$ cat src/rtl/acia_pkg.sv
// ----------------------------------------------------------------------------
// acia_pkg
//   Shared definitions for the ACIA transmit buffer: launch FSM state
//   encoding, default FIFO depth and the lost-launch guard length.
// ----------------------------------------------------------------------------
package acia_pkg;

    localparam int TX_FIFO_DEPTH = 16;

    // Cycles spent waiting for tx_busy to rise before the launch is abandoned.
    localparam int BUSY_TIMEOUT  = 4;
    localparam int BUSY_TMR_W    = $clog2(BUSY_TIMEOUT);

    typedef enum logic [1:0] {
        ST_IDLE      = 2'd0,
        ST_WAIT_BUSY = 2'd1,
        ST_WAIT_DONE = 2'd2
    } tx_state_e;

endpackage

$ cat src/rtl/byte_fifo.sv
// ----------------------------------------------------------------------------
// byte_fifo
//   Byte-wide circular buffer with registered occupancy flags.
//   Ports:
//     clk, rst_n      clock, asynchronous active-low reset
//     wr_stb_i        push request (wr_dat_i sampled with it)
//     wr_dat_i        byte to store
//     pop_i           advance the read pointer (caller guarantees not empty)
//     flush_i         synchronous clear of pointers, level and ovf
//     rd_dat_o        byte at the head of the queue (combinational read)
//     full_o/empty_o  registered occupancy flags
//     level_o         registered occupancy, 0..DEPTH
//     ovf_o           sticky: a push was dropped because the buffer was full
// ----------------------------------------------------------------------------
module byte_fifo
    import acia_pkg::*;
#(
    parameter  int DEPTH = TX_FIFO_DEPTH,
    localparam int AW    = $clog2(DEPTH)
) (
    input  logic          clk,
    input  logic          rst_n,
    input  logic          wr_stb_i,
    input  logic [7:0]    wr_dat_i,
    input  logic          pop_i,
    input  logic          flush_i,
    output logic [7:0]    rd_dat_o,
    output logic          full_o,
    output logic          empty_o,
    output logic [AW:0]   level_o,
    output logic          ovf_o
);

    localparam logic [AW:0]   LVL_ONE  = (AW+1)'(1);
    localparam logic [AW:0]   LVL_FULL = (AW+1)'(DEPTH);
    localparam logic [AW-1:0] PTR_ONE  = AW'(1);

    logic [7:0]    mem_q [DEPTH];
    logic [AW-1:0] wptr_q, wptr_d;
    logic [AW-1:0] rptr_q, rptr_d;
    logic [AW:0]   level_q, level_d;
    logic          full_q, full_d;
    logic          empty_q, empty_d;
    logic          ovf_q, ovf_d;
    logic          push;
    logic          pop_ok;

    // A pop in the same cycle frees the slot, so a full buffer can still
    // accept the byte.
    assign push   = wr_stb_i & (~full_q | pop_i);
    assign pop_ok = pop_i & ~empty_q;

    always_comb begin
        wptr_d  = wptr_q;
        rptr_d  = rptr_q;
        level_d = level_q;
        ovf_d   = ovf_q;
        full_d  = full_q;
        empty_d = empty_q;
        if (flush_i) begin
            wptr_d  = '0;
            rptr_d  = '0;
            level_d = '0;
            ovf_d   = 1'b0;
            full_d  = 1'b0;
            empty_d = 1'b1;
        end else begin
            if (push) begin
                wptr_d = wptr_q + PTR_ONE;
            end
            if (pop_ok) begin
                rptr_d = rptr_q + PTR_ONE;
            end
            unique case ({push, pop_ok})
                2'b10:   level_d = level_q + LVL_ONE;
                2'b01:   level_d = level_q - LVL_ONE;
                default: level_d = level_q;
            endcase
            if (wr_stb_i & ~push) begin
                ovf_d = 1'b1;
            end
            full_d  = (level_d == LVL_FULL);
            empty_d = (level_d == '0);
        end
    end

    always_ff @(posedge clk or negedge rst_n) begin
        if (!rst_n) begin
            wptr_q  <= '0;
            rptr_q  <= '0;
            level_q <= '0;
            full_q  <= 1'b0;
            empty_q <= 1'b1;
            ovf_q   <= 1'b0;
        end else begin
            wptr_q  <= wptr_d;
            rptr_q  <= rptr_d;
            level_q <= level_d;
            full_q  <= full_d;
            empty_q <= empty_d;
            ovf_q   <= ovf_d;
        end
    end

    // Storage has no reset so it maps onto RAM primitives.
    always_ff @(posedge clk) begin
        if (push & ~flush_i) begin
            mem_q[wptr_q] <= wr_dat_i;
        end
    end

    assign rd_dat_o = mem_q[rptr_q];
    assign full_o   = full_q;
    assign empty_o  = empty_q;
    assign level_o  = level_q;
    assign ovf_o    = ovf_q;

endmodule

$ cat src/rtl/acia_tx_fifo.sv
// ----------------------------------------------------------------------------
// acia_tx_fifo
//   Transmit buffer in front of the ACIA shifter. Queues CPU byte writes and
//   launches them one at a time with a tx_start pulse, pacing on tx_busy.
//   Ports:
//     clk, rst_n   clock, asynchronous active-low reset
//     wr_stb       one-cycle write strobe, wr_dat sampled with it
//     flush        synchronous clear of the queue and ovf
//     tx_busy      transmitter is shifting a byte
//     tx_dat       byte handed to the transmitter, held until next launch
//     tx_start     one-cycle launch pulse
//     full, empty  occupancy flags
//     level        occupancy, 0..DEPTH
//     ovf          sticky dropped-write flag
//
//   state        | meaning
//   -------------+----------------------------------------------------------
//   ST_IDLE      | waiting for a queued byte and an idle transmitter
//   ST_WAIT_BUSY | byte launched, waiting for tx_busy to rise (timed guard)
//   ST_WAIT_DONE | transmitter shifting, waiting for tx_busy to fall
// ----------------------------------------------------------------------------
module acia_tx_fifo
    import acia_pkg::*;
#(
    parameter  int DEPTH = TX_FIFO_DEPTH,
    localparam int AW    = $clog2(DEPTH)
) (
    input  logic          clk,
    input  logic          rst_n,
    input  logic          wr_stb,
    input  logic [7:0]    wr_dat,
    input  logic          flush,
    input  logic          tx_busy,
    output logic [7:0]    tx_dat,
    output logic          tx_start,
    output logic          full,
    output logic          empty,
    output logic [AW:0]   level,
    output logic          ovf
);

    localparam logic [BUSY_TMR_W-1:0] TMR_LOAD = BUSY_TMR_W'(BUSY_TIMEOUT - 1);
    localparam logic [BUSY_TMR_W-1:0] TMR_ONE  = BUSY_TMR_W'(1);

    tx_state_e             state_q, state_d;
    logic [7:0]            tx_dat_q, tx_dat_d;
    logic                  tx_start_q, tx_start_d;
    logic [BUSY_TMR_W-1:0] tmr_q, tmr_d;
    logic                  pop;
    logic [7:0]            rd_dat;

    byte_fifo #(.DEPTH(DEPTH)) u_fifo (
        .clk      (clk),
        .rst_n    (rst_n),
        .wr_stb_i (wr_stb),
        .wr_dat_i (wr_dat),
        .pop_i    (pop),
        .flush_i  (flush),
        .rd_dat_o (rd_dat),
        .full_o   (full),
        .empty_o  (empty),
        .level_o  (level),
        .ovf_o    (ovf)
    );

    always_comb begin
        state_d    = state_q;
        tx_dat_d   = tx_dat_q;
        tx_start_d = 1'b0;
        tmr_d      = tmr_q;
        pop        = 1'b0;
        unique case (state_q)
            ST_IDLE: begin
                if (~empty & ~tx_busy) begin
                    pop        = 1'b1;
                    tx_dat_d   = rd_dat;
                    tx_start_d = 1'b1;
                    tmr_d      = TMR_LOAD;
                    state_d    = ST_WAIT_BUSY;
                end
            end
            ST_WAIT_BUSY: begin
                if (tx_busy) begin
                    state_d = ST_WAIT_DONE;
                end else if (tmr_q == '0) begin
                    // Transmitter never acknowledged; give up on this launch.
                    state_d = ST_IDLE;
                end else begin
                    tmr_d = tmr_q - TMR_ONE;
                end
            end
            ST_WAIT_DONE: begin
                if (~tx_busy) begin
                    state_d = ST_IDLE;
                end
            end
            default: state_d = ST_IDLE;
        endcase
    end

    always_ff @(posedge clk or negedge rst_n) begin
        if (!rst_n) begin
            state_q    <= ST_IDLE;
            tx_dat_q   <= 8'h00;
            tx_start_q <= 1'b0;
            tmr_q      <= '0;
        end else begin
            state_q    <= state_d;
            tx_dat_q   <= tx_dat_d;
            tx_start_q <= tx_start_d;
            tmr_q      <= tmr_d;
        end
    end

    assign tx_dat   = tx_dat_q;
    assign tx_start = tx_start_q;

endmodule

$ cat config.mk
export PLATFORM = sky130hd
export DESIGN_NAME = acia_tx_fifo
export DESIGN_NICKNAME = d
export VERILOG_FILES = /design/src/rtl/acia_pkg.sv /design/src/rtl/byte_fifo.sv /design/src/rtl/acia_tx_fifo.sv
export SDC_FILE = /design/constraint.sdc
export NUM_CORES = 1
export LEC_CHECK = 0
export CAP_MARGIN = 30
export CORE_MARGIN = 2
export CORE_UTILIZATION = 52
export CTS_CLUSTER_SIZE = 28
export DETAILED_ROUTE_END_ITERATION = 8
export PLACE_DENSITY_LB_ADDON = 0.1
export SYNTH_ARGS = -nofsm -noshare
export SYNTH_HDL_FRONTEND = slang
export SYNTH_HIERARCHICAL = 1
export SYNTH_SLANG_ARGS = --single-unit
$ cat constraint.sdc
create_clock -name clk -period 3.4 [get_ports clk]
set_input_delay 0.34 -clock clk [delete_from_list [all_inputs] [get_ports clk]]
set_output_delay 0.34 -clock clk [all_outputs]
set_load 0.005 [all_outputs]
==> qor.csv <==
metric,value,unit
synth_fp_nets,349,
synth_most_common_cell,edfxtp_1,
insertedDiodeCount,0,
cts_buffer_depth,2,
path_clk_slew,0.06,ns
yosysWarnings,6,
crit_chain,"clkdlybuf4s50_1, nor4_4, nor3b_4, xor2_1, ha_1, a21oi_1, xor2_1, xor2_1, a32o_1, a31o_2",
routedWlPerCell,21.9,um
max-slew-margin-rel,0.560,
h-tree-depth,4,
vias,3119,
antenna_found_initial,0,
worst_setup_path_start_kind,primary input,
final_max_slew_viol_count,0,
initial_core_util,0.539,
grt_pass1_wl,18800,um
antenna_left,0,
placement_rows,40,
min_period,2.78,ns
layout.nets,394,
yosys-top-cells-area,"edfxtp_1, mux4_1, dfrtp_1, mux4_2, mux2_2",
synth.distinct_cells,46,
netlist.area_leader.share,0.589,
dp_slack,0.308,ns
grt_pass1_vias,3226,
worst_pin_slew,0.660,ns
drive_gt1_frac,0.155,
nFillCells,875,
cts_tree,built,
cts-hold-fix-buffers,0,
clock-root-buffer,clkbuf_16,
crit_path_end_kind,register,
crit_top_cell,xor2_1,
core-area,12100,um^2
drtPass1Iterations,4,
status,completed,
dpl-instance-area,7030,um^2
synth_commonest_cells,"edfxtp_1, mux4_1, dfrtp_1",
synth-seq-cells,157,
dp.final_hpwl,7790,um
grtUsageTotal,0.200,
io_pins,30,
path_max_fanout,7,
async_flop_share,0.185,
arrival,3.12,ns
cp.required,3.74,ns
cpPeakStageDelay,0.49,ns
critical_path_class,primary input to register,
clock_sinks,157,
rsz0062_at_grt,false,
portBuffers,29,
total_power,4320,uW
hold_class,primary input to asynchronous set/reset pin,
setup_violations,0,
leakage,0.00262,uW
grt_max_degree,36,
drc,0,
clk_latency,0.41,ns
drt_iter0_drc,332,
setup_tns,0,ns
cts_buffers,17,
hold_viol,0,
fin_ws,0.623,ns
design_area,7570,um^2
fmax,360,MHz
final_core_util,0.625,
area_growth,16.0,%
netlist_area,6530,um^2
synth_flop_cell,edfxtp_1,
viasPerCell,5.63,
synth_edf_count,128,
finClkSkew,0.00602,ns
synth_area_per_cell,19.9,um^2
max_cap_violations,0,
power-per-cell-area,571,nW/um^2
final.period_utilization,0.817,
die_w,116,um
dieArea,13500,um^2
gp_congestion,0.819,
seq_area_frac_synth,0.700,
synth_largest_area_cell,edfxtp_1,
fp.dieH,116,um
synth_cells,328,
cts_resized,0,
grt_overflow_total,0,
ir_worst_vdd,0.000371,V
routed_wl,12100,um
slowest_stage,clkdlybuf4s50_1,
post_cts_buffers,0,
path summary, 6_finish.rpt:
kind                       cells after the start                       end                      from  slack (ns)
min                                            2    state_q[0]$_DFFE_PN0P_                     rst_n        0.32
max in group asynchronous                      2  u_fifo/empty_o$_DFF_PN1_                     rst_n        2.76
min in group clk                               1     tx_dat[0]$_DFFE_PN0P_     tx_dat[0]$_DFFE_PN0P_        0.51
max reg2reg                                    9  u_fifo/empty_o$_DFF_PN1_  u_fifo/empty_o$_DFF_PN1_        0.66
min reg2reg                                    1     tx_dat[0]$_DFFE_PN0P_     tx_dat[0]$_DFFE_PN0P_        0.51
max                                           10  u_fifo/empty_o$_DFF_PN1_                   tx_busy        0.62
sequential cells by signal, summed over array words and instances (netlist names):
| signal | count |
|---|---|
| tx_dat | 8 |
| u_fifo/empty_o | 1 |
| u_fifo/mem_q | 128 |
| u_fifo/rptr_q | 4 |
| u_fifo/wptr_q | 4 |
| tx_start | 1 |
| u_fifo/ovf_o | 1 |
| state_q | 2 |
| u_fifo/full_o | 1 |
| u_fifo/level_o | 5 |
| tmr_q | 2 |
cell usage in the layout, fill, tap and decap left out, types with 4 or more instances in the layout:
cell type | netlist | routed
dfrtp_1 | 28 | 28
nor3_1 | 4 | 4
nor2b_1 | 4 | 4
clkbuf_16 | 0 | 17
nor2_1 | 18 | 18
xor2_1 | 8 | 8
and2_1 | 10 | 10
clkdlybuf4s50_1 | 0 | 29
ha_1 | 8 | 8
buf_4 | 0 | 11
clkinv_1 | 0 | 8
a21oi_1 | 5 | 5
edfxtp_1 | 128 | 128
mux4_2 | 10 | 10
mux4_1 | 30 | 30
mux2_2 | 9 | 9
inv_1 | 7 | 7
nand2_1 | 7 | 7
layout make-up:
cell class / instances / area, um^2 / area share
flip-flops and latches: 157 / 4570 / 0.604
multi-input cells: 149 / 1830 / 0.242
clock buffers: 20 / 437 / 0.0577
repair buffers: 41 / 393 / 0.0519
well taps: 168 / 210 / 0.0278
clock inverters: 12 / 103 / 0.0135
inverters: 7 / 26.3 / 0.00347
routing by layer:
layer | GRT usage | wire [um] | up-vias
li1 | - | - | 1430
met3 | 0.0486 | 370 | 9
met1 | 0.287 | 5900 | 1630
met2 | 0.302 | 5770 | 50
met4 | 0.0786 | 106 | 0
met5 | 0 | 0 | -
report_power, final:
group | internal [uW] | switching, uW | leakage, uW
sequential | 2160 | 55.6 | 0.00152
clock | 1060 | 678 | 0.000258
combinational | 218 | 155 | 0.000843
total | 3440 | 889 | 0.00262
through the flow:
stage               hold slack (ns)  cells
finish                        0.316    554
global route                  0.347    554
CTS                           0.315    554
detailed placement            0.498    522
global placement              0.496    522
floorplan                    0.0444    328
critical path, delay by kind of cell:
family,cells,cell delay (ns)
buffers and inverters,1,0.49
xor gates and xnor gates,3,0.55
and+or+nand+nor,2,0.76
adders and majority gates,1,0.24
AOI/OAI and AO/OA,3,0.73
logic make-up (layout without fill, tap and decap cells):
| kind of cell | count (synthesis) | in the layout | share of synthesized area |
|---|---|---|---|
| AOI/OAI and AO/OA | 18 | 18 | 0.0207 |
| xor gates and xnor gates | 11 | 11 | 0.0148 |
| adders and majority gates | 8 | 8 | 0.0153 |
| buffers and inverters | 22 | 80 | 0.0192 |
| DFF | 157 | 157 | 0.700 |
| muxes | 52 | 52 | 0.175 |
| and+or+nand+nor | 60 | 60 | 0.0546 |
No activity file was read; power rests on OpenSTA's default activity.
